File: src/rtl/mem_io_pkg.sv
// Shared types and address map for the memory/IO controller.
// The region decode is kept here so every user of the map classifies addresses the same way.
package mem_io_pkg;

    typedef enum logic [1:0] {IDLE, ACCESS, RESP} mio_state_t;

    typedef enum logic [1:0] {REG_RAM, REG_LED, REG_SW, REG_BAD} mio_region_t;

    localparam logic [8:0] LED_ADDR = 9'h100;
    localparam logic [8:0] SW_ADDR  = 9'h140;
    localparam logic [8:0] RAM_TOP  = 9'h0FF;

    function automatic mio_region_t mio_decode(input logic [8:0] addr,
                                               input logic [8:0] led_addr = LED_ADDR,
                                               input logic [8:0] sw_addr  = SW_ADDR);
        mio_region_t region;
        if (addr <= RAM_TOP) begin
            region = REG_RAM;
        end else if (addr == led_addr) begin
            region = REG_LED;
        end else if (addr == sw_addr) begin
            region = REG_SW;
        end else begin
            region = REG_BAD;
        end
        return region;
    endfunction

endpackage

File: src/rtl/mem_io_ctrl_decode.sv
// Registered region decode, loaded alongside the holding registers so the
// region is ready in the very first ACCESS cycle.
module mio_decode_unit
    import mem_io_pkg::*;
#(
    parameter logic [8:0] LED_A = LED_ADDR,
    parameter logic [8:0] SW_A  = SW_ADDR
) (
    input  logic        clk_i,
    input  logic        rst_ni,
    input  logic        load_i,
    input  logic [8:0]  addr_i,
    output mio_region_t region_o
);

    mio_region_t region_q;

    always_ff @(posedge clk_i or negedge rst_ni) begin
        if (!rst_ni) begin
            region_q <= REG_RAM;
        end else if (load_i) begin
            region_q <= mio_decode(addr_i, LED_A, SW_A);
        end
    end

    assign region_o = region_q;

endmodule

File: src/rtl/mem_io_ctrl.sv
// Memory/IO controller: one load or store at a time, routed to the external
// synchronous-read RAM, the LED register or the switch port in a fixed 3-cycle sequence.
module mem_io_ctrl #(
    parameter int                ADDR_W   = 9,
    parameter int                DATA_W   = 16,
    parameter int                RAM_AW   = 8,
    parameter logic [ADDR_W-1:0] LED_ADDR = 9'h100,
    parameter logic [ADDR_W-1:0] SW_ADDR  = 9'h140
) (
    input  logic              clk,
    input  logic              reset_n,
    input  logic              req_valid,
    output logic              req_ready,
    input  logic              req_write,
    input  logic [ADDR_W-1:0] req_addr,
    input  logic [DATA_W-1:0] req_wdata,
    output logic              rsp_valid,
    output logic [DATA_W-1:0] rsp_rdata,
    output logic [RAM_AW-1:0] ram_addr,
    output logic              ram_we,
    output logic [DATA_W-1:0] ram_din,
    input  logic [DATA_W-1:0] ram_dout,
    input  logic [7:0]        sw_in,
    output logic [7:0]        ledr_out,
    output logic              addr_err
);

    import mem_io_pkg::*;

    mio_state_t        state_q, state_d;
    mio_region_t       region;
    logic              write_q;
    logic [ADDR_W-1:0] addr_q;
    logic [DATA_W-1:0] wdata_q;
    logic [DATA_W-1:0] io_q, io_d;
    logic [7:0]        ledr_q, ledr_d;
    logic              err_q, err_d;
    logic              accept;

    assign accept = req_valid && (state_q == IDLE);

    mio_decode_unit #(
        .LED_A (LED_ADDR),
        .SW_A  (SW_ADDR)
    ) u_decode (
        .clk_i    (clk),
        .rst_ni   (reset_n),
        .load_i   (accept),
        .addr_i   (req_addr),
        .region_o (region)
    );

    always_comb begin
        state_d = state_q;
        io_d    = io_q;
        ledr_d  = ledr_q;
        err_d   = err_q;
        case (state_q)
            IDLE:   if (accept) state_d = ACCESS;
            ACCESS: begin
                state_d = RESP;
                io_d    = '0;
                // IO side effects and the switch sample all land on the ACCESS->RESP edge.
                case (region)
                    REG_LED: if (write_q) ledr_d = wdata_q[7:0];
                             else         io_d   = {{(DATA_W-8){1'b0}}, ledr_q};
                    REG_SW:  if (!write_q) io_d  = {{(DATA_W-8){1'b0}}, sw_in};
                    REG_BAD: err_d = 1'b1;
                    default: ;
                endcase
            end
            RESP:    state_d = IDLE;
            default: state_d = IDLE;
        endcase
    end

    always_ff @(posedge clk or negedge reset_n) begin
        if (!reset_n) begin
            state_q <= IDLE;
            write_q <= 1'b0;
            addr_q  <= '0;
            wdata_q <= '0;
            io_q    <= '0;
            ledr_q  <= '0;
            err_q   <= 1'b0;
        end else begin
            state_q <= state_d;
            io_q    <= io_d;
            ledr_q  <= ledr_d;
            err_q   <= err_d;
            if (accept) begin
                write_q <= req_write;
                addr_q  <= req_addr;
                wdata_q <= req_wdata;
            end
        end
    end

    // Write strobe is combinational from state so a reset during ACCESS kills it at once.
    assign ram_we    = (state_q == ACCESS) && write_q && (region == REG_RAM);
    assign ram_din   = ram_we ? wdata_q : '0;
    assign ram_addr  = addr_q[RAM_AW-1:0];
    assign req_ready = (state_q == IDLE);
    assign rsp_valid = (state_q == RESP);
    assign rsp_rdata = (state_q != RESP)                 ? '0       :
                       (region == REG_RAM && !write_q)  ? ram_dout : io_q;
    assign ledr_out  = ledr_q;
    assign addr_err  = err_q;

endmodule

File: config.mk
export PLATFORM = sky130hd
export DESIGN_NAME = mem_io_ctrl
export DESIGN_NICKNAME = d
export VERILOG_FILES = /design/src/rtl/mem_io_pkg.sv /design/src/rtl/mem_io_ctrl_decode.sv /design/src/rtl/mem_io_ctrl.sv
export SDC_FILE = /design/constraint.sdc
export NUM_CORES = 1
export LEC_CHECK = 0
export ABC_CLOCK_PERIOD_IN_PS = 2000
export CAP_MARGIN = 25
export CORE_UTILIZATION = 35
export CTS_CLUSTER_SIZE = 20
export DETAILED_ROUTE_END_ITERATION = 10
export PLACE_DENSITY = 0.81
export SLEW_MARGIN = 20
export SYNTH_ARGS = -nofsm -noshare
export SYNTH_HDL_FRONTEND = slang
export SYNTH_HIERARCHICAL = 1
export SYNTH_SLANG_ARGS = --single-unit
File: constraint.sdc
create_clock -name clk -period 2 [get_ports clk]
set_input_delay 0.3 -clock clk [delete_from_list [all_inputs] [get_ports clk]]
set_output_delay 0.3 -clock clk [all_outputs]
set_load 0.03 [all_outputs]
Word-level counts from Yosys, hierarchy flattened
Cells that the tools add are included.
W data, S select, Z words.
{"block": "classes", "mux": 11, "reduce_logical": 9, "order_cmp": 1, "eq_ne": 9}
{"op": "$mux W16", "count": 3}
{"op": "$eq A9 B9 Y1 const B", "count": 2}
{"op": "$mux W8", "count": 2}
{"op": "$pmux W8 S2", "count": 1}
{"op": "$le A9 B8 Y1 const B", "count": 1}
{"op": "$eq A2 B2 Y1 const B", "count": 3}
{"op": "$mux W2", "count": 3}
{"op": "$eq A2 B1 Y1 const B", "count": 2}
{"op": "$logic_and A1 B1 Y1", "count": 4}
{"op": "$logic_not A2 Y1", "count": 2}
{"op": "$pmux W2 S2", "count": 1}
{"op": "$reduce_and A3 Y1", "count": 1}
{"op": "$ne A2 B1 Y1 const B", "count": 1}
{"op": "$ne A2 B2 Y1 const B", "count": 1}
{"op": "$reduce_and A2 Y1", "count": 1}
{"op": "$logic_not A1 Y1", "count": 1}
{"op": "$mux W1", "count": 1}
{"block": "totals", "word_cells": 38, "ff_bits": 54, "output_inout_bits": 52}

Logic depth before layout (Yosys ltp)
Gate-level depths: netlist of run 1.
{"block": "depth", "ltp_word": 4, "ltp_mapped": 7, "mapped_depth_nobuf": 5}

Modules after synthesis
The synthesis of run 1 kept the hierarchy.
{"mod": "mem_io_ctrl", "cells_per_inst": 180, "n_inst": 1, "area_per_inst_um2": 2135.8, "seq_area_each_um2": 1101.1}
{"mod": "mio_decode_unit", "cells_per_inst": 9, "n_inst": 1, "area_per_inst_um2": 106.4, "seq_area_each_um2": 50.0}

Worst setup path after synthesis of run 1
Ideal clock, no wire load.
{"block": "synth_timing", "kind": "reg-to-output", "start": "register u_decode.region_q[0], in the netlist u_decode/region_o[0]", "end": "output rsp_rdata[0]", "stages_incl_launch_ff": 7, "setup_slack_ps": 122, "arrival_time_ps": 1578, "required_ps": 1700, "path_cell_list": "dfrtp_1 > inv_1 > ha_1 > nand2b_1 > clkbuf_1 > nand2_1 > a21oi_1"}
{"block": "synth_between", "elab_chain_cells": 4}
{"element": "start: declaration", "line": "mem_io_ctrl_decode.sv:16", "source": "mio_region_t region_q;"}
{"element": "start signal: assignment", "line": "mem_io_ctrl_decode.sv:22", "source": "region_q <= mio_decode(addr_i, LED_A, SW_A);"}
{"element": "$logic_not A2 Y1", "line": "mem_io_ctrl.sv:106", "source": "(region == REG_RAM && !write_q) ? ram_dout : io_q;"}
{"element": "$logic_and A1 B1 Y1", "line": "mem_io_ctrl.sv:106"}
{"element": "$mux W16", "line": "mem_io_ctrl.sv:106"}
{"element": "$mux W16", "line": "mem_io_ctrl.sv:105", "source": "assign rsp_rdata = (state_q != RESP) ? '0 :"}
{"element": "end: declaration", "line": "mem_io_ctrl.sv:18", "source": "output logic [DATA_W-1:0] rsp_rdata,"}
Every way passes these cells.

Worst setup path after layout of run 1
{"block": "layout_timing", "start": "register u_decode.region_q[1], in the netlist u_decode/region_o[1]", "end": "output rsp_rdata[5]"}
Same word-level chain as after synthesis.

==> results by group, run 1 <==
Outcome
  • Outcome: completed

Yosys
  • Cell count after synthesis: around 190
  • EDFF count, synth: 0
  • Post-synth top flop: dfrtp_1
  • Netlist cell types: 28
  • Yosys top cell area share: roughly 51%
  • Synth Warn #: 6
  • Cell taking the most area after synthesis: dfrtp_1
  • Post-Syn Area per Cell: ~12 um^2
  • Mapped cell area: ~0.0022 mm^2
  • Commonest cells post-synth: dfrtp_1 (46), mux2_2 (33), nand2_1 (24)
  • #FFs+latches synth: 46
  • FFs w/ async S/R, synth: between 90% and 100%
  • Count leader, synth: dfrtp_1
  • Register area share after synthesis: approximately half
  • Post-Syn Nets: between 200 and 250
  • Synth top area cells: dfrtp_1 (51%), mux2_2 (17%), nand2_1 (4.0%)

Power
  • Lkg Pwr: about 1.5 nW
  • Clock Power Share: 19.7%
  • NetSw: 1.23 mW
  • Comb pwr share: between 40 and 50%
  • Seq pwr share: 39.9%
  • Internal power: between 2 and 2.5 mW
  • Power per cell area: around 1000 mW/mm^2
  • Power consumption: 3.49 mW
  • Switching share of power: a little over a third
  • Max VDD drop: between 0.0004 and 0.0005 V

Clocking
  • # clock sinks: 46
  • CTS Buf Count: 5
  • Clk pin slew, worst setup/hold paths: 0.09 ns
  • Worst-Skew Late Latency: approximately 0.30 ns
  • H-tree levels: 2
  • Bufs on Longest Clock Path: 2
  • CTS tree: yes
  • Root Buffer: clkbuf_8

Cells and area
  • Area taken by multi-input logic gates: 0.00105 mm^2
  • Area delta synth->final: 55.7%
  • Antenna cell count: 0
  • Fill cells: 530
  • Post-route cell area: about 0.0035 mm^2
  • Fin util: a little under three fifths
  • Final cell count without fillers: roughly 380
  • Sequential cell area: 0.00115 mm^2
  • Share of cells above drive strength 1: 38.9%
  • Fin nets: about 360

Die
  • Chip width: just over 80 um
  • CORE AREA: 0.00606 mm^2
  • Rows: 28
  • Starting density of the core: between 30% and 40%
  • Total die area: ~0.0067 mm^2
  • Num ports: roughly 110
  • Die Height: around 82 um

Setup path
  • RR Startpoint: u_decode/region_o[1]$_DFFE_PN0P_
  • FF-to-FF path depth: 5
  • WS Path Type: register to output pin
  • Crit path required time: ~1.7 ns
  • Crit. End Element: output pin
  • Maximum fanout along the worst path: 8
  • Crit path from: u_decode/region_o[1]$_DFFE_PN0P_
  • Crit path arrival time: approximately 1.7 ns
  • Startpoint types: register

Placement
  • Placed Cells: around 360
  • # port buffers: about 100
  • Post-DP Area: roughly 0.0033 mm^2
  • Routability cong.: roughly 0.76
  • Setup slack at placement: between 0.2 and 0.25 ns
  • DP Wirelength: between 4000 and 5000 um

STA
  • Worst-Margin Slew: approximately 0.39 ns
  • Sum of negative setup slack: 0 ns
  • Post-route setup slack: between 0.01 and 0.015 ns
  • Crit path time final: roughly 2.0 ns
  • Max-slew violation count: 0
  • RSZ-0062 raised after global routing: yes
  • Slew headroom: 74.3%
  • Fmax: slightly above 500 MHz
  • Clk_skew: between 0.007 and 0.008 ns
  • Final Hold Slack: between 0.4 and 0.5 ns
  • Final Hold Viols: 0
  • Final-report setup violation count: 0
  • Part of the cycle the worst path needs: between 90 and 100%

Drt
  • DRC Markers: 0
  • Drt via density: 4.80
  • DRT antenna net count: 0
  • DR iter-0 viols: 40
  • Wire per inst: about 15 um
  • Vias: 1804
  • Drt first pass iters: 4
  • Final wirelength: ~5700 um

Flow run
  • Max-cap violations: 0

Global route
  • Total Routing Usage GR: around 17%
  • Total global routing overflow: 0
  • Initial antenna violation count: 0
  • Largest net degree at the start of global routing: 32
  • First-pass GRT wire length: 8660 um
  • Number of global-route vias before repair: ~1800

Hold path
  • Min-delay worst type: primary input to async pin
layout by cell type, fill, tap and decap left out, types with 2 or more instances in the layout:
cell	Yosys	layout
inv_1	4	2
clkbuf_8	0	5
and2_2	7	7
mux2i_1	2	2
and2_1	10	10
inv_2	0	2
o21ai_0	8	8
a21oi_2	0	6
a22oi_1	8	8
dfrtp_1	46	46
a21oi_1	8	2
nand2_1	24	24
buf_6	6	4
mux2_2	33	33
buf_12	0	2
buf_4	0	35
clkdlybuf4s50_1	0	69
ha_1	5	4
and2_4	9	9
clkinv_2	0	2
a31oi_1	2	2
layer usage:
| metal | wire, um | track usage (%) |
|---|---|---|
| met5 | 0 | 0 |
| met3 | 522 | 5.89 |
| met2 | 2850 | 30.3 |
| met1 | 2320 | 20.7 |
| met4 | 42 | 3.68 |
cell type report:
class | instances | share of cell area, %
Timing Repair Buffer | 113 | 30.5
Multi-Input combinational cell | 129 | 30.0
Clock buffer | 5 | 1.97
Tap cell | 75 | 2.69
Inverter | 5 | 0.681
Sequential cell | 46 | 33.0
Clock inverter | 3 | 1.15
what timing repair did:
action                     4_1_cts  5_1_grt
setup buffers                    0        3
resized for setup                6       14
setup endpoints to repair       32       19
hold endpoints to repair        15        0
pin swaps                        1        1
hold buffers                     1        0
cloned                           1        0
worst max-delay path, cell delays in order (launching register included):
cell     delay (ns)
dfrtp_1        0.44
inv_2          0.11
ha_4           0.19
nor2b_4        0.15
buf_6          0.13
nand2_1        0.06
a21oi_1        0.13
buf_4          0.18
sequential cells by signal, summed over array words and instances, names as in the netlist:
| signal | flops |
|---|---|
| wdata_q | 16 |
| addr_q | 8 |
| io_q | 8 |
| ledr_out | 8 |
| state_q | 2 |
| u_decode/region_o | 2 |
| addr_err | 1 |
| write_q | 1 |
logic make-up after synthesis:
family                     Yosys count  share of synthesized area [%]
AOI/OAI and AO/OA                   27                           7.20
adders and majority gates            5                           2.79
buffers and inverters               15                           4.74
DFF                                 46                           51.3
muxes                               35                           17.5
and+or+nand+nor                     61                           16.5
power by group through the flow:
stage | combinational (mW) | sequential [mW] | clock, mW
after floorplan | 0.543 | 1.62 | 0
after global placement | 1.32 | 1.39 | 0
after detailed placement | 1.34 | 1.40 | 0
after CTS | 1.38 | 1.39 | 0.704
after global routing | 1.51 | 1.44 | 0.744
final | 1.41 | 1.39 | 0.687
path summary, 6_finish.rpt:
check	slack, ns	endpoint
worst max-delay path	0.01	rsp_rdata[5]
worst min-delay path	0.46	wdata_q[3]$_DFFE_PN0P_
worst max register to register	0.47	ledr_out[3]$_DFFE_PN0P_
worst min register to register	0.48	addr_err$_DFFE_PN0P_
max in group asynchronous	1.05	u_decode/region_o[1]$_DFFE_PN0P_
min in group clk	0.48	addr_err$_DFFE_PN0P_
Power figures use the tool's default switching activity.
==> run 2: changes to the inputs <==
--- a/config.mk
+++ b/config.mk
@@ -11,6 +11,7 @@
 export CTS_CLUSTER_SIZE = 20
 export DETAILED_ROUTE_END_ITERATION = 10
 export PLACE_DENSITY = 0.81
+export REMOVE_ABC_BUFFERS = 1
 export SLEW_MARGIN = 20
 export SYNTH_ARGS = -nofsm -noshare
 export SYNTH_HDL_FRONTEND = slang
==> run 2 against run 1 <==
Clock skew fell by 0.0028 ns. Core utilization is 1.5 points lower. Register-to-register slack better by 0.05 ns. Wire length decreased by 9.5%. Largest power group unchanged.
==> results by group, run 2 (synthesized netlist as in run 1, its figures left out) <==
STA
  • Final Hold Viols: 0
  • Clk_skew: 0.00522 ns
  • Slew headroom: 77.9%
  • Final-report setup violation count: 0
  • Worst-Margin Slew: between 0.3 and 0.4 ns
  • Max-slew violation count: 0
  • Part of the cycle the worst path needs: between 90% and 100%
  • Crit path time final: between 1.5 and 2 ns
  • Post-route setup slack: 0.0807 ns
  • Sum of negative setup slack: 0 ns
  • RSZ-0062 raised after global routing: no
  • Fmax: between 500 and 600 MHz

Setup path
  • Reg2reg setup slack: about 0.52 ns
  • Critical R2R Capture: wdata_q[7]$_DFFE_PN0P_
  • Crit path required time: 1.70 ns
  • Crit path arrival time: ~1.6 ns
  • RR Startpoint: state_q[0]$_DFFE_PN0P_
  • Startpoint types: register
  • Crit path from: state_q[1]$_DFFE_PN0P_
  • Crit. End Element: output pin
  • FF-to-FF path depth: 4
  • WS Path Type: register to output pin
  • CP Capture Point: ram_din[2]
  • Maximum fanout along the worst path: 17

Cells and area
  • Final cell count without fillers: between 300 and 400
  • Largest register FFs: 16
  • Largest reg by FF count: wdata_q
  • Post-route cell area: roughly 0.0034 mm^2
  • Most frequent cells in the layout: clkdlybuf4s50_1 (69), dfrtp_1 (46), buf_4 (38)
  • Area delta synth->final: 51.6%
  • Most common cell after layout, fill and taps aside: clkdlybuf4s50_1
  • Antenna cell count: 0
  • Share of cells above drive strength 1: a little over a third
  • Fin nets: about 360

Power
  • Lkg Pwr: between 1 and 1.5 nW
  • Internal power: 2.12 mW
  • NetSw: around 1.2 mW
  • Switching share of power: between 30% and 40%
  • Power consumption: 3.29 mW
  • Seq pwr share: between 40% and 50%
  • Max VDD drop: around 0.00051 V
  • Comb pwr share: 41.9%
  • Clock Power Share: between 10% and 20%
  • Power per cell area: 967 mW/mm^2

Global route
  • First-pass GRT wire length: between 8000 and 9000 um
  • Total Routing Usage GR: between 15 and 20%
  • Largest net degree at the start of global routing: 47
  • Initial antenna violation count: 0
  • Number of global-route vias before repair: ~1800
  • Total global routing overflow: 0

Clocking
  • CTS Buf Count: 5
  • CTS tree: yes
  • H-tree levels: 2
  • Clk pin slew, worst setup/hold paths: 0.08 ns
  • Worst-Skew Late Latency: 0.29 ns
  • Root Buffer: clkbuf_8
  • # clock sinks: between 40 and 50
  • Bufs on Longest Clock Path: 2

Drt
  • Wire per inst: 13.9 um
  • DRT antenna net count: 0
  • Drt first pass iters: 4
  • Vias: between 1500 and 2000
  • DR iter-0 viols: 27
  • DRC Markers: 0
  • Final wirelength: a little over 5000 um
  • Drt via density: 4.84

Outcome
  • Outcome: completed

Placement
  • Placed Cells: 363
  • Setup slack at placement: between 0.2 and 0.25 ns
  • Post-DP Area: 0.00327 mm^2
  • Routability cong.: between 0.6 and 0.7
  • DP Wirelength: 3870 um
  • # port buffers: around 100

Hold path
  • Min-delay worst type: register to register

Die
  • Die Height: about 80 um
  • Num ports: between 100 and 150
  • Starting density of the core: between 30% and 40%
  • CORE AREA: 0.00606 mm^2
  • Total die area: slightly below 0.007 mm^2
  • Chip width: ~82 um
  • Rows: 28

Flow run
  • Max-cap violations: 0
-- run 2: area by class of cell --
class	count	area, um^2
tap	75	93.8
timing repair buffer	112	1040
clock inverter	1	7.51
multi-input combinational	128	1010
sequential	46	1150
fill	533	2660
inverter	5	23.8
clock buffer	6	72.6
-- run 2: what timing repair did --
action,in CTS,in global routing
setup endpoints to repair,16,33
endpoints found under the hold margin,46,0
hold buffers,1,0
buffers inserted,2,0
gates resized for setup,3,5
pin swaps,0,1
-- run 2: critical path, stage by stage, from the launching register on --
cell and delay [ns]:
dfrtp_1 0.38, nand2b_2 0.22, inv_6 0.08, and3_4 0.31, and2_2 0.18, buf_4 0.15
-- run 2: worst min path at each step --
stage,endpoint,depth (start not counted),from,slack [ns]
floorplan,addr_err$_DFFE_PN0P_,0,reset_n,0.004
detailed placement,wdata_q[8]$_DFFE_PN0P_,2,reset_n,0.30
finish,addr_err$_DFFE_PN0P_,1,addr_err$_DFFE_PN0P_,0.47
global route,addr_err$_DFFE_PN0P_,1,addr_err$_DFFE_PN0P_,0.48
CTS,addr_err$_DFFE_PN0P_,1,addr_err$_DFFE_PN0P_,0.47
global placement,wdata_q[8]$_DFFE_PN0P_,2,reset_n,0.30
-- run 2: through the flow --
| step | utilization, % | hold slack, ns |
|---|---|---|
| floorplan | - | 0.00441 |
| global placement | 53.9 | 0.301 |
| detailed placement | 53.9 | 0.300 |
| CTS | 55.8 | 0.474 |
| global route | 56.1 | 0.483 |
| finish | 56.1 | 0.471 |
-- run 2: power by group through the flow --
| stage | Clock [mW] | Sequential, mW | Combinational [mW] |
|---|---|---|---|
| 2_1_floorplan | 0 | 1.62 | 0.509 |
| 3_3_place_gp | 0 | 1.38 | 1.32 |
| 3_5_place_dp | 0 | 1.40 | 1.34 |
| 4_1_cts | 0.557 | 1.37 | 1.38 |
| 5_1_grt | 0.593 | 1.41 | 1.47 |
| 6_report | 0.538 | 1.37 | 1.38 |
-- run 2: metal layers --
metal / vias up / global-route usage [%] / routed length [um]
met5: - / 0 / 0
met4: 0 / 4.74 / 55
met3: 5 / 4.00 / 368
met2: 69 / 29.9 / 2670
met1: 869 / 18.9 / 2100
li1: 861 / - / -
==> run 3: changes to the inputs <==
--- a/config.mk
+++ b/config.mk
@@ -10,6 +10,8 @@
 export CORE_UTILIZATION = 35
 export CTS_CLUSTER_SIZE = 20
 export DETAILED_ROUTE_END_ITERATION = 10
+export GPL_ROUTABILITY_DRIVEN = 0
+export GPL_TIMING_DRIVEN = 0
 export PLACE_DENSITY = 0.81
 export REMOVE_ABC_BUFFERS = 1
 export SLEW_MARGIN = 20
==> run 3 against run 2 <==
Critical path depth is 1 higher. Core utilization grew 0.43 points. Critical path type unchanged. Total power up 5.7%. Flip-flop and latch count unchanged. Fmax shrank 2.5%.
==> results by group, run 3 (synthesized netlist as in run 1, its figures left out) <==
Outcome
  • Outcome: completed

Global route
  • First-pass GRT wire length: 8360 um
  • Total global routing overflow: 0
  • Largest net degree at the start of global routing: 30
  • Total Routing Usage GR: 16.8%
  • Initial antenna violation count: 0
  • Number of global-route vias before repair: 1768

Clocking
  • CTS Buf Count: 5
  • Clk pin slew, worst setup/hold paths: about 0.080 ns
  • CTS tree: yes
  • # clock sinks: 46
  • Bufs on Longest Clock Path: 2
  • H-tree levels: 2
  • Root Buffer: clkbuf_8
  • Worst-Skew Late Latency: just under 0.3 ns

Drt
  • Vias: around 1800
  • DRT antenna net count: 0
  • Wire per inst: between 10 and 15 um
  • Drt first pass iters: 4
  • Final wirelength: ~5400 um
  • DRC Markers: 0
  • DR iter-0 viols: 55
  • Drt via density: between 4 and 5

STA
  • Worst-Margin Slew: 0.682 ns
  • Post-route setup slack: 0.0312 ns
  • Crit path time final: ~2.0 ns
  • Max-slew violation count: 0
  • Final-report setup violation count: 0
  • Sum of negative setup slack: 0 ns
  • Clk_skew: approximately 0.0027 ns
  • Slew headroom: about 55%
  • Final Hold Viols: 0
  • Fmax: 508 MHz
  • Part of the cycle the worst path needs: 98.4%
  • RSZ-0062 raised after global routing: yes

Setup path
  • Startpoint types: register
  • Reg2reg setup slack: 0.24 ns
  • FF-to-FF path depth: 3
  • RR Startpoint: state_q[0]$_DFFE_PN0P_
  • WS Path Type: register to output pin
  • Critical R2R Capture: wdata_q[7]$_DFFE_PN0P_
  • Maximum fanout along the worst path: 8
  • Crit path required time: about 1.7 ns
  • Crit. End Element: output pin
  • Crit path arrival time: approximately 1.7 ns

Placement
  • Post-DP Area: around 0.0033 mm^2
  • Setup slack at placement: -0.437 ns
  • Placed Cells: about 360
  • # port buffers: around 100
  • DP Wirelength: 3890 um

Die
  • CORE AREA: roughly 0.006 mm^2
  • Rows: 28
  • Chip width: 82.0 um
  • Total die area: roughly 0.0067 mm^2
  • Starting density of the core: a little under two fifths
  • Num ports: about 110
  • Die Height: 82.0 um

Cells and area
  • Most common cell after layout, fill and taps aside: clkdlybuf4s50_1
  • Fill cells: approximately 550
  • Area delta synth->final: 52.8%
  • Most frequent cells in the layout: clkdlybuf4s50_1 (69), dfrtp_1 (45), mux2_2 (33)
  • Largest register FFs: 16
  • Final cell count without fillers: ~370
  • Share of cells above drive strength 1: about two fifths
  • Antenna cell count: 0
  • Largest reg by FF count: wdata_q
  • Fin nets: 355
  • Post-route cell area: ~0.0034 mm^2

Power
  • Power consumption: between 3 and 4 mW
  • Lkg Pwr: between 1.5 and 2 nW
  • Power per cell area: approximately 1000 mW/mm^2
  • Max VDD drop: ~0.00045 V

Flow run
  • Max-cap violations: 0

Hold path
  • HP Start: io_q[0]$_DFFE_PN0N_
  • Hold Crit Endpoint: io_q[0]$_DFFE_PN0N_
  • Hold Crit Depth: 2
  • Min-delay worst type: register to register
==> run 3: how the worst max path moves through the flow <==
stage | start | end | slack (ns) | depth (start not counted)
2_1_floorplan | state_q[0]$_DFFE_PN0P_ | addr_q[0]$_DFFE_PN0P_ | -0.20 | 3
3_3_place_gp | reset_n | ledr_out[3]$_DFFE_PN0P_ | -0.68 | 1
3_5_place_dp | u_decode/region_o[0]$_DFFE_PN0P_ | rsp_rdata[1] | -0.44 | 6
4_1_cts | u_decode/region_o[0]$_DFFE_PN0P_ | rsp_rdata[1] | 0.009 | 6
5_1_grt | u_decode/region_o[1]$_DFFE_PN0P_ | rsp_rdata[0] | -0.04 | 6
6_report | u_decode/region_o[1]$_DFFE_PN0P_ | rsp_rdata[4] | 0.03 | 6
==> run 3: layout make-up <==
type | instances | area [um^2] | share of cell area [%]
sequential | 46 | 1150 | 33.6
multi-input combinational | 130 | 1070 | 31.3
timing repair buffer | 109 | 970 | 28.3
tap | 75 | 93.8 | 2.74
clock buffer | 6 | 82.6 | 2.41
clock inverter | 1 | 30.0 | 0.877
inverter | 5 | 23.8 | 0.694
==> run 3: repair_timing <==
action,4_1_cts,5_1_grt
cloned,2,0
setup endpoints to repair,34,18
setup buffers,0,3
resized for setup,181,24
hold endpoints to repair,7,0
hold buffers,1,0
pin swaps,1,3
==> run 3: power breakdown <==
group          leakage, nW  internal (mW)  switching, mW
clock               0.0573          0.400          0.291
combinational        0.890          0.685          0.711
sequential           0.558           1.20          0.194
total                 1.51           2.28           1.20
==> run 3: routing by layer <==
metal / vias up / wire [um] / global-route usage (%)
met4: 0 / 25 / 3.68
met5: - / 0 / 0
li1: 863 / - / -
met1: 832 / 2190 / 19.8
met2: 69 / 2750 / 30.2
met3: 4 / 407 / 4.56
==> run 3: metrics by stage <==
step	hold WS, ns	utilization, %
finish	0.488	56.5
global route	0.507	56.5
CTS	0.489	55.2
floorplan	0.00441	-
global placement	0.443	54.4
detailed placement	0.318	54.6
==> run 3: worst max-delay path: stages (launching register included) <==
cell,delay [ns]
dfrtp_1,0.43
inv_2,0.11
ha_4,0.20
nor2b_4,0.25
nand2_1,0.09
a21oi_1,0.13
buf_4,0.18
